==> src/rtl/z80_bus_cycle_ctrl.sv <==
// Z80 machine-cycle sequencer: one request -> one M1/MEM/IO bus cycle, one clk per T-state.
// Optional refresh phase of M1 (T3/T4) enabled by defining Z80_BUS_REFRESH_EN.
module z80_bus_cycle_ctrl #(
    parameter int WAIT_LIMIT = 0,
    parameter int TCYC_W     = 4
) (
    input  logic              clk,
    input  logic              reset,
    input  logic              req,
    input  logic [2:0]        req_type,
    input  logic [15:0]       req_addr,
    input  logic [7:0]        req_wdata,
    input  logic [15:0]       reg_ir,
    output logic              ready,
    output logic              done,
    output logic              err,
    output logic [7:0]        rdata,
    output logic [TCYC_W-1:0] tcycles,
    output logic [15:0]       addr,
    output logic [7:0]        dout,
    output logic              dout_en,
    input  logic [7:0]        din,
    input  logic              wait_n,
    output logic              m1_n,
    output logic              mreq_n,
    output logic              iorq_n,
    output logic              rd_n,
    output logic              wr_n,
    output logic              rfsh_n
);
    localparam int WCNT_W = (WAIT_LIMIT > 1) ? $clog2(WAIT_LIMIT + 1) : 1;

    localparam logic [2:0] TY_M1   = 3'd1;
    localparam logic [2:0] TY_MRD  = 3'd2;
    localparam logic [2:0] TY_MWR  = 3'd3;
    localparam logic [2:0] TY_IORD = 3'd4;
    localparam logic [2:0] TY_IOWR = 3'd5;

    typedef enum logic [2:0] {S_IDLE, S_T1, S_T2, S_TW, S_T3, S_T4, S_ABT} state_t;

    state_t            state, nxt;
    logic [2:0]        typ, typ_n;
    logic [TCYC_W-1:0] cnt, cnt_inc;
    logic [WCNT_W-1:0] wcnt;
    logic              type_ok, acc, lim_hit, fin_n;
    logic              is_m1, is_mrd, is_mwr, is_iord, is_iowr;
    logic              early, on_bus, late;
    logic              m1_d, mreq_d, iorq_d, rd_d, wr_d, rfsh_d, den_d;

    always_comb begin
        type_ok = (req_type >= TY_M1) && (req_type <= TY_IOWR);
        acc     = req && ready && type_ok;
        typ_n   = acc ? req_type : typ;
        lim_hit = (WAIT_LIMIT > 0) && (wcnt == WCNT_W'(WAIT_LIMIT));
        cnt_inc = (cnt == {TCYC_W{1'b1}}) ? cnt : cnt + TCYC_W'(1);

        nxt = state;
        case (state)
            S_IDLE:       nxt = acc ? S_T1 : S_IDLE;
            S_T1:         nxt = S_T2;
            // I/O cycles always insert one wait state; wait_n is then sampled in it
            S_T2:         nxt = (typ == TY_IORD || typ == TY_IOWR || !wait_n) ? S_TW : S_T3;
            S_TW:         nxt = wait_n ? S_T3 : (lim_hit ? S_ABT : S_TW);
            S_T3:         nxt = (typ == TY_M1) ? S_T4 : (acc ? S_T1 : S_IDLE);
            S_T4, S_ABT:  nxt = acc ? S_T1 : S_IDLE;
            default:      nxt = S_IDLE;
        endcase

        fin_n = (nxt == S_T3 && typ_n != TY_M1) || nxt == S_T4 || nxt == S_ABT;

        is_m1   = typ_n == TY_M1;
        is_mrd  = typ_n == TY_MRD;
        is_mwr  = typ_n == TY_MWR;
        is_iord = typ_n == TY_IORD;
        is_iowr = typ_n == TY_IOWR;
        early   = nxt == S_T1 || nxt == S_T2 || nxt == S_TW;
        on_bus  = early || nxt == S_T3;
        late    = nxt == S_T2 || nxt == S_TW || nxt == S_T3;

        m1_d   = is_m1 && early;
        mreq_d = (is_m1 && early) || ((is_mrd || is_mwr) && on_bus);
        rd_d   = (is_m1 && early) || (is_mrd && on_bus) || (is_iord && late);
        wr_d   = (is_mwr || is_iowr) && late;
        iorq_d = (is_iord || is_iowr) && late;
        den_d  = (is_mwr || is_iowr) && on_bus;
        rfsh_d = 1'b0;
`ifdef Z80_BUS_REFRESH_EN
        if (is_m1 && (nxt == S_T3 || nxt == S_T4)) rfsh_d = 1'b1;
        if (is_m1 && nxt == S_T3) mreq_d = 1'b1;
`endif
    end

    // Outputs are registered from the next state so strobes line up with the T-state they belong to.
    always_ff @(posedge clk or posedge reset) begin
        if (reset) begin
            state   <= S_IDLE;
            typ     <= 3'd0;
            cnt     <= '0;
            wcnt    <= '0;
            ready   <= 1'b1;
            done    <= 1'b0;
            err     <= 1'b0;
            rdata   <= 8'd0;
            tcycles <= '0;
            addr    <= 16'd0;
            dout    <= 8'd0;
            dout_en <= 1'b0;
            m1_n    <= 1'b1;
            mreq_n  <= 1'b1;
            iorq_n  <= 1'b1;
            rd_n    <= 1'b1;
            wr_n    <= 1'b1;
            rfsh_n  <= 1'b1;
        end else begin
            state <= nxt;
            if (acc) begin
                typ  <= req_type;
                addr <= req_addr;
                cnt  <= TCYC_W'(1);
                if (is_mwr || is_iowr) dout <= req_wdata;
            end else begin
                if (state != S_IDLE) cnt <= cnt_inc;
`ifdef Z80_BUS_REFRESH_EN
                if (typ == TY_M1 && nxt == S_T3) addr <= reg_ir;
`endif
            end

            if (nxt == S_TW) wcnt <= (state == S_TW) ? wcnt + WCNT_W'(1) : WCNT_W'(1);

            if (typ == TY_M1 && (state == S_T2 || state == S_TW) && nxt == S_T3)
                rdata <= din;
            else if ((typ == TY_MRD || typ == TY_IORD) && state == S_T3)
                rdata <= din;

            if (fin_n) tcycles <= cnt_inc;
            done    <= fin_n;
            err     <= nxt == S_ABT;
            ready   <= nxt == S_IDLE || fin_n;
            dout_en <= den_d;
            m1_n    <= ~m1_d;
            mreq_n  <= ~mreq_d;
            iorq_n  <= ~iorq_d;
            rd_n    <= ~rd_d;
            wr_n    <= ~wr_d;
            rfsh_n  <= ~rfsh_d;
        end
    end

`ifndef Z80_BUS_REFRESH_EN
    logic unused_ir;
    assign unused_ir = ^reg_ir;
`endif
endmodule

==> config.mk <==
export PLATFORM = sky130hd
export DESIGN_NAME = z80_bus_cycle_ctrl
export DESIGN_NICKNAME = d
export VERILOG_FILES = /design/src/rtl/z80_bus_cycle_ctrl.sv
export SDC_FILE = /design/constraint.sdc
export NUM_CORES = 1
export LEC_CHECK = 0
export ABC_AREA = 1
export CELL_PAD_IN_SITES_DETAIL_PLACEMENT = 0
export CELL_PAD_IN_SITES_GLOBAL_PLACEMENT = 2
export CORE_UTILIZATION = 21
export DETAILED_ROUTE_END_ITERATION = 8
export GPL_TIMING_DRIVEN = 0
export PLACE_DENSITY = 0.75
export SYNTH_ARGS = -nofsm -noshare
export SYNTH_HDL_FRONTEND = slang
export SYNTH_SLANG_ARGS = --single-unit
==> constraint.sdc <==
create_clock -name clk -period 1.65 [get_ports clk]
set_input_delay 0.4125 -clock clk [delete_from_list [all_inputs] [get_ports clk]]
set_output_delay 0.4125 -clock clk [all_outputs]
set_load 0.005 [all_outputs]
==> results.yml, run 1 <==
clock_tree:
  cts_buffers: 5
  tritoncts: "yes"
  insertion_delay_ps: 290
  htree_num_levels: 2
  clock-sinks: 55
  cts_root_buf: "clkbuf_16"
  cts_max_path_buffers: 2
  cts_hold_buf: 0
  path_clk_slew_ps: 80
routing:
  drc: 0
  first_pass_iters: 4
  totalWireLength_um: 6230
  vias: 2159
  ant_nets: 0
  viasPerCell: 4.08
  drt_iter0_drc: 111
  wire_per_inst_um: 11.8
hold_path:
  hold_depth: 2
  min_path_type: "flop to flop"
  worstHoldStart: "dout[7]$_DFFE_PP0P_"
  min_to: "dout[7]$_DFFE_PP0P_"
synth:
  synth_edf_count: 0
  ys.flop_type: "dfrtp_1"
  ys_types: 29
  ys_async_sr_fraction_pct: 100
  syn_nets: 340
  yosysWarnings: 0
  yosysSeqAreaShare_pct: 57.3
  post_synth_inst_count: 284
  syn_area_mm2: 0.00241
  synth-seq-cells: 55
  syn_avg_cell_area_um2: 8.50
sta:
  worst_pin_slew_ps: 649
  setup_viol: 0
  fin_skew_ps: 5.03
  period_minus_slack_ps: 1610
  fmax_ghz: 0.623
  grt_setup_unrepaired: "true"
  maxSlewViolCount: 0
  hold_viol_final: 0
  finalHoldWorstSlack_ps: 476
  fin_crit_sh_pct: 97.3
  slew_headroom_pct: 56.7
grt:
  grt_overflow_total: 0
  antenna_found_initial: 0
  grt_pass1_wl_um: 10200
  grt_max_degree: 56
  track_usage_pct: 11.0
  grt_pass1_vias: 2181
placement:
  io_buffers: 83
  place_congestion: 0.692
  place_hpwl_um: 4360
power_and_ir_drop:
  p_leak_nw: 1.86
  p_per_area_mw_per_mm2: 1740
  ir_drop_v: 0.000561
layout:
  final_util_pct: 35.4
  drive_gt1_share_pct: 22.4
  diodes: 0
  final_common_cell: "nand2_1"
  final_cell_mix: "nand2_1 (99), clkdlybuf4s50_1 (73), dfrtp_1 (47), inv_1 (21), nand3_1 (15)"
  nets: 444
  area_growth_syn_to_layout_pct: 61.7
floorplan:
  dieArea_mm2: 0.0119
  chipHeight_um: 109
  core-area_mm2: 0.0110
  die_w_um: 109
  rows: 38
  ios: 101
  initial_utilization_pct: 21.9
flow_run:
  cap_violations: 0
worst_setup_path:
  required_ps: 1840
  endpoint_kind: "flop"
  critPathArrivalTime_ps: 1790
  r2r.worst_path.cells: 9
  regToRegStartpoint: "ready$_DFF_PP1_"
  cp_max_fo: 8
  reg2reg_to: "tcycles[0]$_DFFE_PP0P_"
  startpoint_type: "flop"
  reg2reg_setup_slack_ps: 40
  worstSetupPathType: "flop to flop"
status:
  status: "complete, no violations"
[routing by layer]
layer | share of wire [%] | global-route usage [%]
met1 | 45 | 13.6
met2 | 48 | 18.2
met3 | 6.6 | 3.47
met4 | 1.1 | 2.95
met5 | 0 | 0
[power breakdown]
part	switching (mW)	total (mW)	internal, mW
logic	1.48	3.14	1.67
registers	0.420	2.41	1.99
clock network	0.516	1.24	0.726
[per-stage QoR]
| step | area, µm² | worst slack (ps) | total power, mW | cells | TNS, ps |
|---|---|---|---|---|---|
| after global placement | 3420 | -511 | 5.09 | 507 | -28250 |
| after floorplan | 2420 | 96.3 | 3.65 | 284 | 0 |
| final | 3900 | 44.7 | 6.79 | 529 | 0 |
| after detailed placement | 3420 | -502 | 5.11 | 507 | -28580 |
| after CTS | 3720 | 0.0868 | 6.62 | 521 | 0 |
| after global routing | 3900 | -50.9 | 7.34 | 529 | -716 |
[layout make-up]
| type | instances | area (µm²) |
|---|---|---|
| clock inverters | 3 | 47.5 |
| multi-input cells | 190 | 1030 |
| inverters | 32 | 126 |
| fillers | 1153 | 7130 |
| repair buffers | 97 | 955 |
| clock buffers | 5 | 125 |
| plain buffers | 7 | 57.6 |
| well taps | 140 | 175 |
| flip-flops and latches | 55 | 1390 |
[Yosys cell counts (2+ instances only)]
cell type    n  area (µm²)
o21ai_0      2        10.0
nand3_2      2        20.0
nand2_1    113         424
a21oi_1      8        40.0
nor2_1      17        63.8
inv_1       24        90.1
nand2_2      4        25.0
conb_1       2        7.51
nand3_1     22         110
o21ai_1      8        40.0
inv_2        8        30.0
dfstp_2      6         158
buf_2        3        15.0
dfrtp_1     49        1230
buf_4        2        15.0
[sequential cells by signal, summed over array words and instances (netlist names), 3 cells and up]
signal / flops
addr: 16
dout: 8
rdata: 8
cnt: 4
tcycles: 4
state: 3
typ: 3
[critical path: stages, from the launching register on]
cell     delay (ps)
dfstp_2         550
nand2_2          70
nor2_4          100
nand2_4         130
a21oi_4         210
nand3_4         120
nand2_4         120
nand2_4          80
nand2_1          60
nand2_1          50
[how the worst max path moves through the flow]
stage | from | end | slack (ps) | cells after the start
global placement | req_type[2] | addr[8]$_DFFE_PP0P_ | -510 | 9
CTS | req_type[0] | dout[0]$_DFFE_PP0P_ | 0.09 | 10
global route | ready$_DFF_PP1_ | dout[6]$_DFFE_PP0P_ | -50 | 9
detailed placement | req | dout[3]$_DFFE_PP0P_ | -500 | 10
floorplan | ready$_DFF_PP1_ | tcycles[3]$_DFFE_PP0P_ | 100 | 9
finish | ready$_DFF_PP1_ | tcycles[0]$_DFFE_PP0P_ | 40 | 9
[cell families (layout without fill, tap and decap cells)]
logic type | count (synthesis) | count (layout) | share of synthesized area [%]
AND/OR/NAND/NOR | 162 | 162 | 28.0
XOR/XNOR | 2 | 2 | 0.726
buffers and inverters | 39 | 144 | 6.84
adder cells (fa/ha/maj) | 1 | 1 | 0.518
other | 2 | 2 | 0.311
flip-flops | 55 | 55 | 57.3
AO/OA/AOI/OAI | 23 | 23 | 6.22
[timing repair]
item / 4_1_cts / 5_1_grt
pin swaps: 9 / 15
setup buffers: 5 / 7
cloned: 1 / 0
resized for setup: 34 / 31
endpoints found under the setup margin: 43 / 46
endpoints found under the hold margin: 0 / 0
Power figures use the tool's default switching activity.
==> run 2, diff against run 1 <==
Settings changed: SETUP_SLACK_MARGIN set to 0.05.
==> results.yml, run 2 (same netlist as run 1, synthesis figures left out) <==
status:
  status: "complete, no violations"
layout:
  top_regs: "addr (16), dout (8), rdata (8)"
  regMostFlops: "addr"
  largest_reg_flops: 16
  area_growth_syn_to_layout_pct: 69.6
  final_common_cell: "nand2_1"
  nets: 452
  final_util_pct: 37.1
  drive_gt1_share_pct: 25.9
  diodes: 0
  final_cell_mix: "nand2_1 (94), dfrtp_1 (46), clkdlybuf4s50_1 (45), dlymetal6s2s_1 (29)"
clock_tree:
  cts_root_buf: "clkbuf_16"
  cts_buffers: 5
  htree_num_levels: 2
  insertion_delay_ps: 290
  cts_max_path_buffers: 2
  clock-sinks: 55
  cts_hold_buf: 0
  tritoncts: "yes"
  path_clk_slew_ps: 80
worst_setup_path:
  slowest_delay_ps: 550
  worstSetupPathType: "flop to flop"
  reg2reg_setup_slack_ps: 30
  endpoint_kind: "flop"
  regToRegStartpoint: "ready$_DFF_PP1_"
  r2r.worst_path.cells: 9
  reg2reg_to: "dout[3]$_DFFE_PP0P_"
  worstPathCellList: "nand2_2, nor2_4, nand2_8, a21oi_4, nand3_4, nand2_4, nand2_4, nand2_1, nand2_1"
  critPathSlowestCell: "dfstp_2"
  required_ps: 1840
  crit_buf_inv: 0
  critPathTopFamily: "simple AND/OR/NAND/NOR gates"
  cp_max_fo: 8
  critPathArrivalTime_ps: 1810
  startpoint_type: "flop"
hold_path:
  worstHoldStart: "addr[15]$_DFFE_PP0P_"
  hold_depth: 2
  min_to: "addr[15]$_DFFE_PP0P_"
  min_path_type: "flop to flop"
power_and_ir_drop:
  p_per_area_mw_per_mm2: 1690
  ir_drop_v: 0.000567
  p_leak_nw: 2.24
sta:
  tns_ps: 0
  hold_viol_final: 0
  period_minus_slack_ps: 1620
  setup_viol: 0
  fin_crit_sh_pct: 98.0
  worst_pin_slew_ps: 634
  maxSlewViolCount: 0
  grt_setup_unrepaired: "true"
  fin_skew_ps: 7.94
  fmax_ghz: 0.619
  slew_headroom_pct: 57.6
placement:
  place_congestion: 0.692
  place_hpwl_um: 4360
  io_buffers: 83
grt:
  grt_overflow_total: 0
  track_usage_pct: 11.0
  antenna_found_initial: 0
  grt_pass1_vias: 2188
  grt_max_degree: 56
  grt_pass1_wl_um: 10300
routing:
  wire_per_inst_um: 11.9
  top_layer: "met4"
  route.met2.wl_um: 3140
  totalWireLength_um: 6400
  vias: 2184
  drt-met1-wl_um: 2810
  drc: 0
  drt_iter0_drc: 99
  viasPerCell: 4.07
  dr_wl_met3_um: 384
  ant_nets: 0
  first_pass_iters: 4
flow_run:
  cap_violations: 0
floorplan:
  dieArea_mm2: 0.0119
  ios: 101
  die_w_um: 109
  initial_utilization_pct: 21.9
  core-area_mm2: 0.0110
  rows: 38
  chipHeight_um: 109
[run 2: changes by cell type in the layout (fill, tap and decap cells not counted), moves of 2 or more]
cell	previous run	this run
buf_4	13	20
inv_4	1	3
nand2_2	12	17
nand3_4	2	4
dlymetal6s2s_1	1	29
nand2_1	99	94
nand2_8	0	2
clkdlybuf4s50_1	73	45
nand2_4	7	5
[run 2: worst register-to-register path: stages, from the launching register on]
cell	delay, ps
dfstp_2	550
nand2_2	70
nor2_4	130
nand2_8	110
a21oi_4	220
nand3_4	100
nand2_4	110
nand2_4	90
nand2_1	70
nand2_1	50
[run 2: stage by stage]
step,power (mW),instance area [µm²],cells,hold slack [ps],setup slack (ps)
floorplan,3.65,2420,284,465,96.3
global placement,5.09,3420,507,458,-511
CTS,6.69,3760,522,482,33.8
global route,7.47,4090,537,498,-40.3
detailed placement,5.11,3420,507,462,-502
finish,6.93,4090,537,474,33.6
[run 2: how the worst max path moves through the flow]
stage                    startpoint                endpoint  slack [ps]  cells after the start
detailed placement              req     dout[3]$_DFFE_PP0P_        -500                     10
global route        ready$_DFF_PP1_     dout[4]$_DFFE_PP0P_         -40                      9
global placement        req_type[2]     addr[8]$_DFFE_PP0P_        -510                      9
finish              ready$_DFF_PP1_     dout[3]$_DFFE_PP0P_          30                      9
floorplan           ready$_DFF_PP1_  tcycles[3]$_DFFE_PP0P_         100                      9
CTS                 ready$_DFF_PP1_     dout[1]$_DFFE_PP0P_          30                      9
[run 2: layout make-up]
type | instances | area (µm²)
Multi-Input combinational cell | 190 | 1080
Clock buffer | 5 | 125
Tap cell | 140 | 175
Buffer | 7 | 61.3
Timing Repair Buffer | 105 | 1080
Inverter | 32 | 131
Sequential cell | 55 | 1390
Fill cell | 1139 | 6940
Clock inverter | 3 | 47.5
[run 2: where the power goes]
part	total (mW)	switching, mW	internal, mW
sequential	2.38	0.386	1.99
clock	1.25	0.525	0.726
combinational	3.30	1.58	1.72
[run 2: what timing repair did]
item                       CTS  global route
gates cloned                 1             1
resized for setup           42            67
buffers inserted             6            13
pin swaps                   10            16
setup endpoints to repair   44            72
[run 2: routing by layer]
| metal | GRT usage, % | vias to the layer above |
|---|---|---|
| li1 | - | 1098 |
| met4 | 2.95 | 0 |
| met3 | 3.47 | 7 |
| met1 | 13.8 | 1024 |
| met5 | 0 | - |
| met2 | 18.3 | 55 |
==> run 3, diff against run 2 <==
Settings changed: CTS_CLUSTER_DIAMETER set to 50, TNS_END_PERCENT set to 100.
==> results of run 3 <==
No change in the layout: final DEF, timing and power equal those of run 2.
